[src/rtl/regfile_pkg.sv]
// Shared defaults and the write-back record for the register-file write arbiter.
//   RF_DATA_W / RF_ADDR_W / RF_FIFO_DEPTH : default widths and queue depth
//   wb_req_t                              : one write request (register index + data)
package regfile_pkg;
  localparam int RF_DATA_W     = 32;
  localparam int RF_ADDR_W     = 5;
  localparam int RF_FIFO_DEPTH = 2;

  typedef struct packed {
    logic [RF_ADDR_W-1:0] rg;
    logic [RF_DATA_W-1:0] data;
  } wb_req_t;
endpackage

[src/rtl/regfile_wb_arbiter_if.sv]
// Bus bundle between two write-back requesters and the register file.
//   reqN_valid/reqN_reg/reqN_data -> arbiter, reqN_ready <- arbiter
//   RegWrite/WriteReg/WriteData   -> register file write port
//   pending_mask                  -> one bit per register with a write in flight
// slave modport : the arbiter; master modport : requesters / register-file side.
interface regfile_wb_arbiter_if import regfile_pkg::*; #(
  parameter int DATA_W = RF_DATA_W,
  parameter int ADDR_W = RF_ADDR_W
);
  logic                   req0_valid, req1_valid;
  logic [ADDR_W-1:0]      req0_reg,   req1_reg;
  logic [DATA_W-1:0]      req0_data,  req1_data;
  logic                   req0_ready, req1_ready;
  logic                   RegWrite;
  logic [ADDR_W-1:0]      WriteReg;
  logic [DATA_W-1:0]      WriteData;
  logic [(1<<ADDR_W)-1:0] pending_mask;

  modport slave (
    input  req0_valid, req0_reg, req0_data, req1_valid, req1_reg, req1_data,
    output req0_ready, req1_ready, RegWrite, WriteReg, WriteData, pending_mask
  );

  modport master (
    output req0_valid, req0_reg, req0_data, req1_valid, req1_reg, req1_data,
    input  req0_ready, req1_ready, RegWrite, WriteReg, WriteData, pending_mask
  );
endinterface

[src/rtl/wb_fifo.sv]
// Per-requester write queue.
//   push_i/reg_i/data_i : enqueue (ignored when full)
//   pop_i               : dequeue head (ignored when empty)
//   head_*_o            : current head entry
//   full_o/empty_o      : occupancy flags, registered state only
//   vld_o/ent_reg_o     : per-slot valid and register index, for pending decode
module wb_fifo import regfile_pkg::*; #(
  parameter int DEPTH = RF_FIFO_DEPTH,
  parameter int AW    = RF_ADDR_W,
  parameter int DW    = RF_DATA_W
) (
  input  logic                   clk,
  input  logic                   rst_n,
  input  logic                   push_i,
  input  logic [AW-1:0]          reg_i,
  input  logic [DW-1:0]          data_i,
  input  logic                   pop_i,
  output logic [AW-1:0]          head_reg_o,
  output logic [DW-1:0]          head_data_o,
  output logic                   full_o,
  output logic                   empty_o,
  output logic [DEPTH-1:0]       vld_o,
  output logic [DEPTH-1:0][AW-1:0] ent_reg_o
);
  localparam int PW = (DEPTH > 1) ? $clog2(DEPTH) : 1;

  logic [PW-1:0]           wr_q, rd_q;
  logic [DEPTH-1:0]        vld_q, vld_d;
  logic [DEPTH-1:0][AW-1:0] reg_q;
  logic [DEPTH-1:0][DW-1:0] data_q;
  logic                    do_push, do_pop;

  // Explicit wrap so non-power-of-two depths work.
  function automatic logic [PW-1:0] inc(input logic [PW-1:0] p);
    return (p == PW'(DEPTH-1)) ? '0 : p + PW'(1);
  endfunction

  // Occupancy is the per-slot valid vector; entries are always contiguous.
  assign full_o  = &vld_q;
  assign empty_o = ~|vld_q;
  assign do_push = push_i & ~full_o;
  assign do_pop  = pop_i & ~empty_o;

  // Pop and push never hit the same slot: push needs a free slot, pop an occupied one.
  always_comb begin
    vld_d = vld_q;
    if (do_pop)  vld_d[rd_q] = 1'b0;
    if (do_push) vld_d[wr_q] = 1'b1;
  end

  always_ff @(posedge clk or negedge rst_n) begin
    if (!rst_n) begin
      wr_q  <= '0;
      rd_q  <= '0;
      vld_q <= '0;
    end else begin
      vld_q <= vld_d;
      if (do_push) wr_q <= inc(wr_q);
      if (do_pop)  rd_q <= inc(rd_q);
    end
  end

  // Payload storage needs no reset; it is only observed through vld_q.
  always_ff @(posedge clk) begin
    if (do_push) begin
      reg_q[wr_q]  <= reg_i;
      data_q[wr_q] <= data_i;
    end
  end

  assign head_reg_o  = reg_q[rd_q];
  assign head_data_o = data_q[rd_q];
  assign vld_o       = vld_q;
  assign ent_reg_o   = reg_q;
endmodule

[src/rtl/regfile_wb_arbiter.sv]
// Two-requester register-file write-back arbiter.
//   clock, reset_n : clock, async active-low reset
//   bus (slave)    : two valid/ready write request ports, registered register-file
//                    write port (RegWrite/WriteReg/WriteData) and pending_mask.
// Each requester feeds its own queue; one head per cycle is granted round-robin
// into a registered output stage. Writes to register 0 are accepted and dropped.
module regfile_wb_arbiter import regfile_pkg::*; #(
  parameter int DATA_W     = RF_DATA_W,
  parameter int ADDR_W     = RF_ADDR_W,
  parameter int FIFO_DEPTH = RF_FIFO_DEPTH
) (
  input  logic               clock,
  input  logic               reset_n,
  regfile_wb_arbiter_if.slave bus
);
  localparam int NREQ = 2;
  localparam int NREG = 1 << ADDR_W;

  logic [NREQ-1:0]                           vld, full, empty, push, gnt;
  logic [NREQ-1:0][ADDR_W-1:0]               in_reg, hd_reg;
  logic [NREQ-1:0][DATA_W-1:0]               in_data, hd_data;
  logic [NREQ-1:0][FIFO_DEPTH-1:0]           ent_vld;
  logic [NREQ-1:0][FIFO_DEPTH-1:0][ADDR_W-1:0] ent_reg;

  logic              last_q;   // 1: requester 1 was granted last, so 0 wins a tie
  logic              rw_q;
  logic [ADDR_W-1:0] wreg_q;
  logic [DATA_W-1:0] wdata_q;
  logic [NREG-1:0]   pm;

  assign vld     = {bus.req1_valid, bus.req0_valid};
  assign in_reg  = {bus.req1_reg,   bus.req0_reg};
  assign in_data = {bus.req1_data,  bus.req0_data};

  // Ready is pure state; a full queue refuses even when it pops on the same edge.
  assign bus.req0_ready = ~full[0];
  assign bus.req1_ready = ~full[1];

  for (genvar g = 0; g < NREQ; g++) begin : g_req
    assign push[g] = vld[g] & ~full[g] & (in_reg[g] != '0);

    wb_fifo #(.DEPTH(FIFO_DEPTH), .AW(ADDR_W), .DW(DATA_W)) u_fifo (
      .clk        (clock),
      .rst_n      (reset_n),
      .push_i     (push[g]),
      .reg_i      (in_reg[g]),
      .data_i     (in_data[g]),
      .pop_i      (gnt[g]),
      .head_reg_o (hd_reg[g]),
      .head_data_o(hd_data[g]),
      .full_o     (full[g]),
      .empty_o    (empty[g]),
      .vld_o      (ent_vld[g]),
      .ent_reg_o  (ent_reg[g])
    );
  end

  assign gnt[0] = ~empty[0] & (empty[1] | last_q);
  assign gnt[1] = ~empty[1] & ~gnt[0];

  always_ff @(posedge clock or negedge reset_n) begin
    if (!reset_n) begin
      last_q  <= 1'b1;
      rw_q    <= 1'b0;
      wreg_q  <= '0;
      wdata_q <= '0;
    end else begin
      rw_q <= |gnt;
      if (gnt[0]) begin
        last_q  <= 1'b0;
        wreg_q  <= hd_reg[0];
        wdata_q <= hd_data[0];
      end else if (gnt[1]) begin
        last_q  <= 1'b1;
        wreg_q  <= hd_reg[1];
        wdata_q <= hd_data[1];
      end
    end
  end

  // Pending decode covers every live queue slot plus the output stage.
  always_comb begin
    pm = '0;
    for (int i = 0; i < NREQ; i++)
      for (int e = 0; e < FIFO_DEPTH; e++)
        if (ent_vld[i][e]) pm[ent_reg[i][e]] = 1'b1;
    if (rw_q) pm[wreg_q] = 1'b1;
  end

  assign bus.RegWrite     = rw_q;
  assign bus.WriteReg     = wreg_q;
  assign bus.WriteData    = wdata_q;
  assign bus.pending_mask = pm;
endmodule

[src/flat_wrapper.sv]
// flat-port wrapper written by rule: the top's interface ports become plain ports
module regfile_wb_arbiter_flat import regfile_pkg::*;
#(
  parameter int DATA_W     = RF_DATA_W,
  parameter int ADDR_W     = RF_ADDR_W,
  parameter int FIFO_DEPTH = RF_FIFO_DEPTH
)
  (clock, reset_n, bus_req0_valid, bus_req0_reg, bus_req0_data, bus_req1_valid, bus_req1_reg, bus_req1_data, bus_req0_ready, bus_req1_ready, bus_RegWrite, bus_WriteReg, bus_WriteData, bus_pending_mask);
  regfile_wb_arbiter_if #(.DATA_W(DATA_W), .ADDR_W(ADDR_W)) bus_i ();
  input  logic clock;
  input  logic reset_n;
  input wire logic [$bits(bus_i.req0_valid)-1:0] bus_req0_valid;
  input wire logic [$bits(bus_i.req0_reg)-1:0] bus_req0_reg;
  input wire logic [$bits(bus_i.req0_data)-1:0] bus_req0_data;
  input wire logic [$bits(bus_i.req1_valid)-1:0] bus_req1_valid;
  input wire logic [$bits(bus_i.req1_reg)-1:0] bus_req1_reg;
  input wire logic [$bits(bus_i.req1_data)-1:0] bus_req1_data;
  output wire logic [$bits(bus_i.req0_ready)-1:0] bus_req0_ready;
  output wire logic [$bits(bus_i.req1_ready)-1:0] bus_req1_ready;
  output wire logic [$bits(bus_i.RegWrite)-1:0] bus_RegWrite;
  output wire logic [$bits(bus_i.WriteReg)-1:0] bus_WriteReg;
  output wire logic [$bits(bus_i.WriteData)-1:0] bus_WriteData;
  output wire logic [$bits(bus_i.pending_mask)-1:0] bus_pending_mask;
  assign bus_i.req0_valid = bus_req0_valid;
  assign bus_i.req0_reg = bus_req0_reg;
  assign bus_i.req0_data = bus_req0_data;
  assign bus_i.req1_valid = bus_req1_valid;
  assign bus_i.req1_reg = bus_req1_reg;
  assign bus_i.req1_data = bus_req1_data;
  assign bus_req0_ready = bus_i.req0_ready;
  assign bus_req1_ready = bus_i.req1_ready;
  assign bus_RegWrite = bus_i.RegWrite;
  assign bus_WriteReg = bus_i.WriteReg;
  assign bus_WriteData = bus_i.WriteData;
  assign bus_pending_mask = bus_i.pending_mask;
  regfile_wb_arbiter #(.DATA_W(DATA_W), .ADDR_W(ADDR_W), .FIFO_DEPTH(FIFO_DEPTH)) u_core (.clock(clock), .reset_n(reset_n), .bus(bus_i));
endmodule
[config.mk]
export PLATFORM = sky130hd
export DESIGN_NAME = regfile_wb_arbiter_flat
export DESIGN_NICKNAME = d
export VERILOG_FILES = /design/src/rtl/regfile_pkg.sv /design/src/rtl/regfile_wb_arbiter_if.sv /design/src/rtl/wb_fifo.sv /design/src/rtl/regfile_wb_arbiter.sv /design/src/flat_wrapper.sv
export SDC_FILE = /design/constraint.sdc
export NUM_CORES = 1
export LEC_CHECK = 0
export ABC_AREA = 1
export CORE_MARGIN = 2
export CORE_UTILIZATION = 45
export CTS_CLUSTER_DIAMETER = 200
export DETAILED_ROUTE_END_ITERATION = 8
export MAX_ROUTING_LAYER = met4
export PLACE_DENSITY = 0.69
export SYNTH_ARGS = -nofsm -noshare
export SYNTH_HDL_FRONTEND = slang
export SYNTH_SLANG_ARGS = --single-unit
[constraint.sdc]
create_clock -name clock -period 3.1 [get_ports clock]
set_input_delay 0.31 -clock clock [delete_from_list [all_inputs] [get_ports clock]]
set_output_delay 0.31 -clock clock [all_outputs]
set_load 0.01 [all_outputs]
==> impl_metrics.yaml, run 1 <==
outcome:
  outcome: "complete, no violations"
power:
  p_total_mw: 10.8
  cellPowerDensity_nw_per_um2: 937
  peakVddDrop_uv: 513
  power_leakage_nw: 4.71
sta:
  grt_setup_unrepaired: "no"
  worst-slew-pin-transition_ns: 1.12
  post-route-period-util_pct: 89.6
  final.min_clock_period_ns: 2.78
  setup_viol_count_final: 0
  slew_viol_final: 0
  setup_clock_skew_after_layout_ns: 0.0114
  fin_ws_ns: 0.322
  slew-limit-headroom_pct: 25.3
  finalHoldViolCount: 0
  tns_ns: 0
  fmax_ghz: 0.360
setup_path:
  critical_path_cell_sequence: "inv_1, nor3_2, nand2_1, nand3_1, clkdlybuf4s50_1"
  timing.critical_path.max_delay_family: "simple AND/OR/NAND/NOR gates"
  crit_fanout: 8
  cp_slowest_stage_delay_ns: 0.56
  r2r-end: "u_core.g_req[0].u_fifo.data_q[50]"
  worstReg2RegStart: "u_core.g_req[0].u_fifo.vld_o[1]"
  worst-r2r-setup-slack_ns: 1.11
  timing.reg2reg.worst_path_depth: 5
  worst_path_max_delay_cell: "nor3_2"
  cp.required_ns: 2.79
  worst_setup_end_kind: "primary output"
  worst_setup_path_start_kind: "flip-flop"
  critPathKind: "flip-flop to primary output"
  critPathArrivalTime_ns: 2.47
  timing.critical_path.buf_inv: 2
  first_element_of_the_critical_path: "u_core.g_req[1].u_fifo.vld_o[1]"
final_layout:
  post_layout_nonfiller_instances: 1434
  flow.area_growth_from_synthesis_pct: 26.5
  layout-drive-gt1-share_pct: 6.79
  nFillCells: 1762
  finalNetCount: 1228
routing:
  finalWirelength_mm: 25.3
  wl_per_instance_um: 17.6
  detail-route-antenna-nets: 0
  num_vias: 7168
  drt-vias-per-instance: 5.00
  drt-pass1-iter-count: 5
  drc_errors: 0
  drt_iter0_drc: 477
synth:
  synth_area_per_cell_um2: 9.14
  cell_type_contributing_the_most_total_cell_area_after_synthesis: "edfxtp_1"
  yosysWarningCount: 0
  yosys.cell_count.top_type: "nand2_1"
  syn-instance-count: 997
  synth_enable_flop_cells: 148
  synth_async_sr_flop_share_pct: 24.1
  synth_common_cells: "nand2_1, nor2_1, edfxtp_1, nand3_1, inv_1"
  synthesized_flop_and_latch_total: 195
  synthFlopType: "edfxtp_1"
  synth_area_um2: 9110
  synth.yosys.seq_area_share_pct: 61.7
  syn-num-nets: 1075
  synth.distinct_cells: 29
  synth.area.top_cells: "edfxtp_1, dfrtp_1, nand2_1"
  post-synth-top-area-fraction_pct: 48.8
cts:
  path_clk_slew_ns: 0.07
  clock_tree_from_tritoncts: "done"
  cts.path.max_buffers: 2
  numCtsBuffers: 17
  post-cts-setup-buffer-count: 0
  htreeDepth: 4
  cts_sinks: 195
  worstSkewPairLatency_ns: 0.43
  ctsRootBufferMaster: "clkbuf_16"
  cts.repair.resized: 0
floorplan:
  die_h_um: 146
  num_rows: 52
  initial_core_util_pct: 45.5
  placeableCoreArea_um2: 20000
  chipWidth_um: 146
  floorplan.io_pins: 150
  die_area_um2: 21400
place:
  io_buffer_count: 149
  place_congestion: 0.928
  worst_slack_at_placement_ns: 0.798
  hpwl_after_detailed_placement_mm: 18.6
  placed_cells: 1400
hold_path:
  worstHoldEndpoint: "u_core.g_req[1].u_fifo.data_q[49]"
  timing.hold.worst.start: "bus_req1_data[17]"
  hold_depth: 1
  worst_hold_path_type: "primary input to flip-flop"
grt:
  groute.usage.overall_pct: 24.7
  vias_in_the_first_global_route: 6905
  grt_first_pass_wirelength_mm: 38.4
  grt_antenna_before_repair: 1
  overflow: 0
  pin_count_of_the_biggest_net_entering_global_routing: 45
flow_run:
  timing.max_cap.violations: 0
-- per-stage QoR --
stage	util [%]	instance area, µm²	hold WS (ns)
3_3_place_gp	54.3	10900	0.426
6_report	57.5	11500	0.459
2_1_floorplan	-	9110	0.0144
3_5_place_dp	54.3	10900	0.430
5_1_grt	57.5	11500	0.449
4_1_cts	57.5	11500	0.446
-- cell usage in the layout, fill, tap and decap left out, types with 2 or more instances in the layout --
cell and n:
nand2_1 301, nor2_1 194, clkdlybuf4s50_1 148, edfxtp_1 148, nand3_1 104, inv_1 78
o21ai_0 48, dfrtp_1 45, nand3_2 20, clkbuf_16 17, buf_4 11, nor3_1 8
nor2_4 4, bufinv_16 4, clkbuf_1 3, inv_6 3, nor3_2 2, and2_1 2
inv_4 2, clkinvlp_4 2
-- area by class of cell --
| type | instances | area, µm² | area share (%) |
|---|---|---|---|
| sequential | 195 | 5620 | 48.8 |
| clock buffer | 21 | 450 | 3.91 |
| inverter | 81 | 309 | 2.68 |
| multi-input combinational | 693 | 3020 | 26.2 |
| timing repair buffer | 162 | 1600 | 13.9 |
| clock inverter | 11 | 175 | 1.52 |
| tap | 270 | 338 | 2.93 |
| antenna | 1 | 2.50 | 0.0217 |
-- worst register-to-register path: cells and delay by family (launching register included) --
kind | cells | cell delay, ns
simple gates | 4 | 0.94
flops | 1 | 0.49
buf+inv | 1 | 0.27
-- where the power goes --
part	switching [mW]	internal (mW)	leakage (nW)	total [mW]
combinational	2.75	1.58	2.48	4.33
sequential	0.475	3.66	1.94	4.14
clock	0.949	1.38	0.299	2.33
total	4.17	6.62	4.71	10.8
-- per-layer routing --
| metal | GRT usage, % | part of all wire [%] | up-vias |
|---|---|---|---|
| met5 | - | 0 | - |
| met4 | 11.7 | 4.6 | 0 |
| met3 | 5.47 | 5.6 | 49 |
| met2 | 41.7 | 51 | 225 |
| met1 | 28.0 | 39 | 3344 |
| li1 | - | - | 3550 |
-- kinds of logic (layout without fill, tap and decap cells) --
| family | after synthesis | count (layout) | synth area share [%] |
|---|---|---|---|
| flops | 195 | 195 | 61.7 |
| buf+inv | 109 | 275 | 5.36 |
| xor+xnor | 2 | 2 | 0.192 |
| simple gates | 641 | 641 | 29.8 |
| other cells | 0 | 1 | 0 |
| compound gates | 50 | 50 | 2.91 |
-- worst max path at each step --
stage	endpoint	slack, ns	cells past startpoint
finish	bus_pending_mask[1]	0.32	5
global route	bus_pending_mask[1]	0.18	5
CTS	bus_pending_mask[1]	0.33	5
detailed placement	bus_pending_mask[1]	0.80	5
global placement	bus_pending_mask[1]	0.84	5
floorplan	u_core.g_req[0].u_fifo.data_q[0]	0.24	5
-- registers in the layout (all words and copies together) (netlist names) --
name / flops
u_core.bus.RegWrite: 1
u_core.bus.WriteData: 32
u_core.bus.WriteReg: 5
u_core.g_req.u_fifo.data_q: 128
u_core.g_req.u_fifo.ent_reg_o: 20
u_core.g_req.u_fifo.rd_q: 2
u_core.g_req.u_fifo.vld_o: 4
u_core.g_req.u_fifo.wr_q: 2
u_core.last_q: 1
-- what timing repair did --
action	CTS	global route
endpoints found under the setup margin	0	0
hold buffers	1	0
endpoints found under the hold margin	27	0
(Power assumes the default switching activity.)
==> run 2, diff against run 1 <==
Settings changed: CAP_MARGIN set to 20.
==> run 2 against run 1 <==
- design area increased by 0.17%
- combinational power about the same
- clock skew about the same
- maximum frequency grew 0.81%
- non-clock buffer count increased by 1
- register-to-register slack about the same
- flip-flop and latch count stayed put
- die area unchanged
- critical path type unchanged
- critical endpoint unchanged
==> impl_metrics.yaml, run 2 (synthesis results as in run 1) <==
power:
  peakVddDrop_uv: 512
  cellPowerDensity_nw_per_um2: 938
  power_leakage_nw: 4.72
  p_total_mw: 10.8
place:
  hpwl_after_detailed_placement_mm: 18.6
  io_buffer_count: 149
  worst_slack_at_placement_ns: 0.798
  place_congestion: 0.928
  place_area_um2: 10900
routing:
  detail-route-antenna-nets: 0
  wl_per_instance_um: 17.7
  drt-vias-per-instance: 5.04
  drt-pass1-iter-count: 5
  finalWirelength_mm: 25.4
  drc_errors: 0
  drt_iter0_drc: 478
  num_vias: 7236
setup_path:
  cp_slowest_stage_delay_ns: 0.57
  critical_path_cell_sequence: "inv_1, nor3_2, nand2_1, nand3_1, clkdlybuf4s50_1"
  cp.required_ns: 2.79
  first_element_of_the_critical_path: "u_core.g_req[1].u_fifo.vld_o[1]"
  critPathArrivalTime_ns: 2.45
  worst_path_max_delay_cell: "nor3_2"
  critPathKind: "flip-flop to primary output"
  worst_setup_path_start_kind: "flip-flop"
  crit_fanout: 8
  worst_setup_end_kind: "primary output"
  worstReg2RegStart: "u_core.g_req[0].u_fifo.vld_o[1]"
sta:
  setup_clock_skew_after_layout_ns: 0.0113
  setup_viol_count_final: 0
  final.min_clock_period_ns: 2.76
  slew_viol_final: 0
  grt_setup_unrepaired: "no"
  fin_ws_ns: 0.344
  post-route-period-util_pct: 88.9
  tns_ns: 0
  finalHoldViolCount: 0
  slew-limit-headroom_pct: 44.0
  worst-slew-pin-transition_ns: 0.839
  fmax_ghz: 0.363
hold_path:
  worst_hold_path_type: "primary input to flip-flop"
  timing.hold.worst.start: "bus_req1_data[17]"
grt:
  groute.usage.overall_pct: 24.7
  grt_antenna_before_repair: 1
  pin_count_of_the_biggest_net_entering_global_routing: 45
  grt_first_pass_wirelength_mm: 38.4
  vias_in_the_first_global_route: 6905
  overflow: 0
floorplan:
  floorplan.io_pins: 150
  placeableCoreArea_um2: 20000
  num_rows: 52
  chipWidth_um: 146
  die_area_um2: 21400
  initial_core_util_pct: 45.5
  die_h_um: 146
cts:
  cts.path.max_buffers: 2
  numCtsBuffers: 17
  ctsRootBufferMaster: "clkbuf_16"
  htreeDepth: 4
  clock_tree_from_tritoncts: "done"
  cts_sinks: 195
  path_clk_slew_ns: 0.07
  worstSkewPairLatency_ns: 0.43
  cts.repair.resized: 0
flow_run:
  timing.max_cap.violations: 0
final_layout:
  layout-drive-gt1-share_pct: 6.87
  final_common_cell: "nand2_1"
  final_design_area_no_fill_um2: 11500
  most_frequent_cells_in_the_layout: "nand2_1, nor2_1, clkdlybuf4s50_1, edfxtp_1, nand3_1"
  finish.utilization_pct: 57.6
  flow.area_growth_from_synthesis_pct: 26.7
  max_reg_flops: 128
  finalNetCount: 1229
  regMostFlops: "u_core.g_req.u_fifo.data_q"
outcome:
  outcome: "complete, no violations"
## run 2: cell count changes in the layout (fill, tap and decap cells not counted), sizes merged
cell and change:
buf +1
## run 2: per-layer routing
metal  wire [µm]  up-vias  GRT usage [%]
met5           0        -              -
met4        1160        0           11.7
met3        1330       49           5.47
met2       12900      203           41.7
met1       10000     3431           28.0
li1            -     3553              -
## run 2: path summary, 6_finish.rpt
kind | endpoint | depth (start not counted) | slack [ns]
max | bus_pending_mask[1] | 5 | 0.34
min | u_core.g_req[1].u_fifo.data_q[49] | 1 | 0.46
max reg2reg | u_core.g_req[0].u_fifo.data_q[50] | 5 | 1.12
min reg2reg | u_core.g_req[1].u_fifo.wr_q | 2 | 0.48
max in group asynchronous | u_core.bus.WriteData[31] | 3 | 1.91
min in group asynchronous | u_core.bus.WriteData[23] | 2 | 0.49
## run 2: through the flow
step	hold slack, ns	instances
3_3_place_gp	0.426	1400
4_1_cts	0.446	1433
3_5_place_dp	0.430	1400
2_1_floorplan	0.0144	997
6_report	0.460	1435
5_1_grt	0.449	1435
## run 2: worst max-delay path, delay by kind of cell, from the launching register on
kind          cells  cell delay [ns]
flops             1             0.52
buf+inv           2             0.68
simple gates      3             0.83
## run 2: cell type report
class	count	area, µm²
Fill cell	1760	8500
Sequential cell	195	5620
Multi-Input combinational cell	693	3020
Timing Repair Buffer	163	1620
Clock buffer	21	450
Tap cell	270	338
Inverter	81	309
Clock inverter	11	175
Antenna cell	1	2.50
## run 2: timing repair
item,in CTS,in global routing
buffers inserted,0,0
setup endpoints to repair,0,0
endpoints found under the hold margin,27,0
hold buffers,1,0
## run 2: report_power, final
part	leakage (nW)	internal, mW	switching [mW]	total [mW]
Combinational	2.49	1.60	2.75	4.35
Sequential	1.94	3.66	0.479	4.14
Clock	0.299	1.38	0.945	2.33
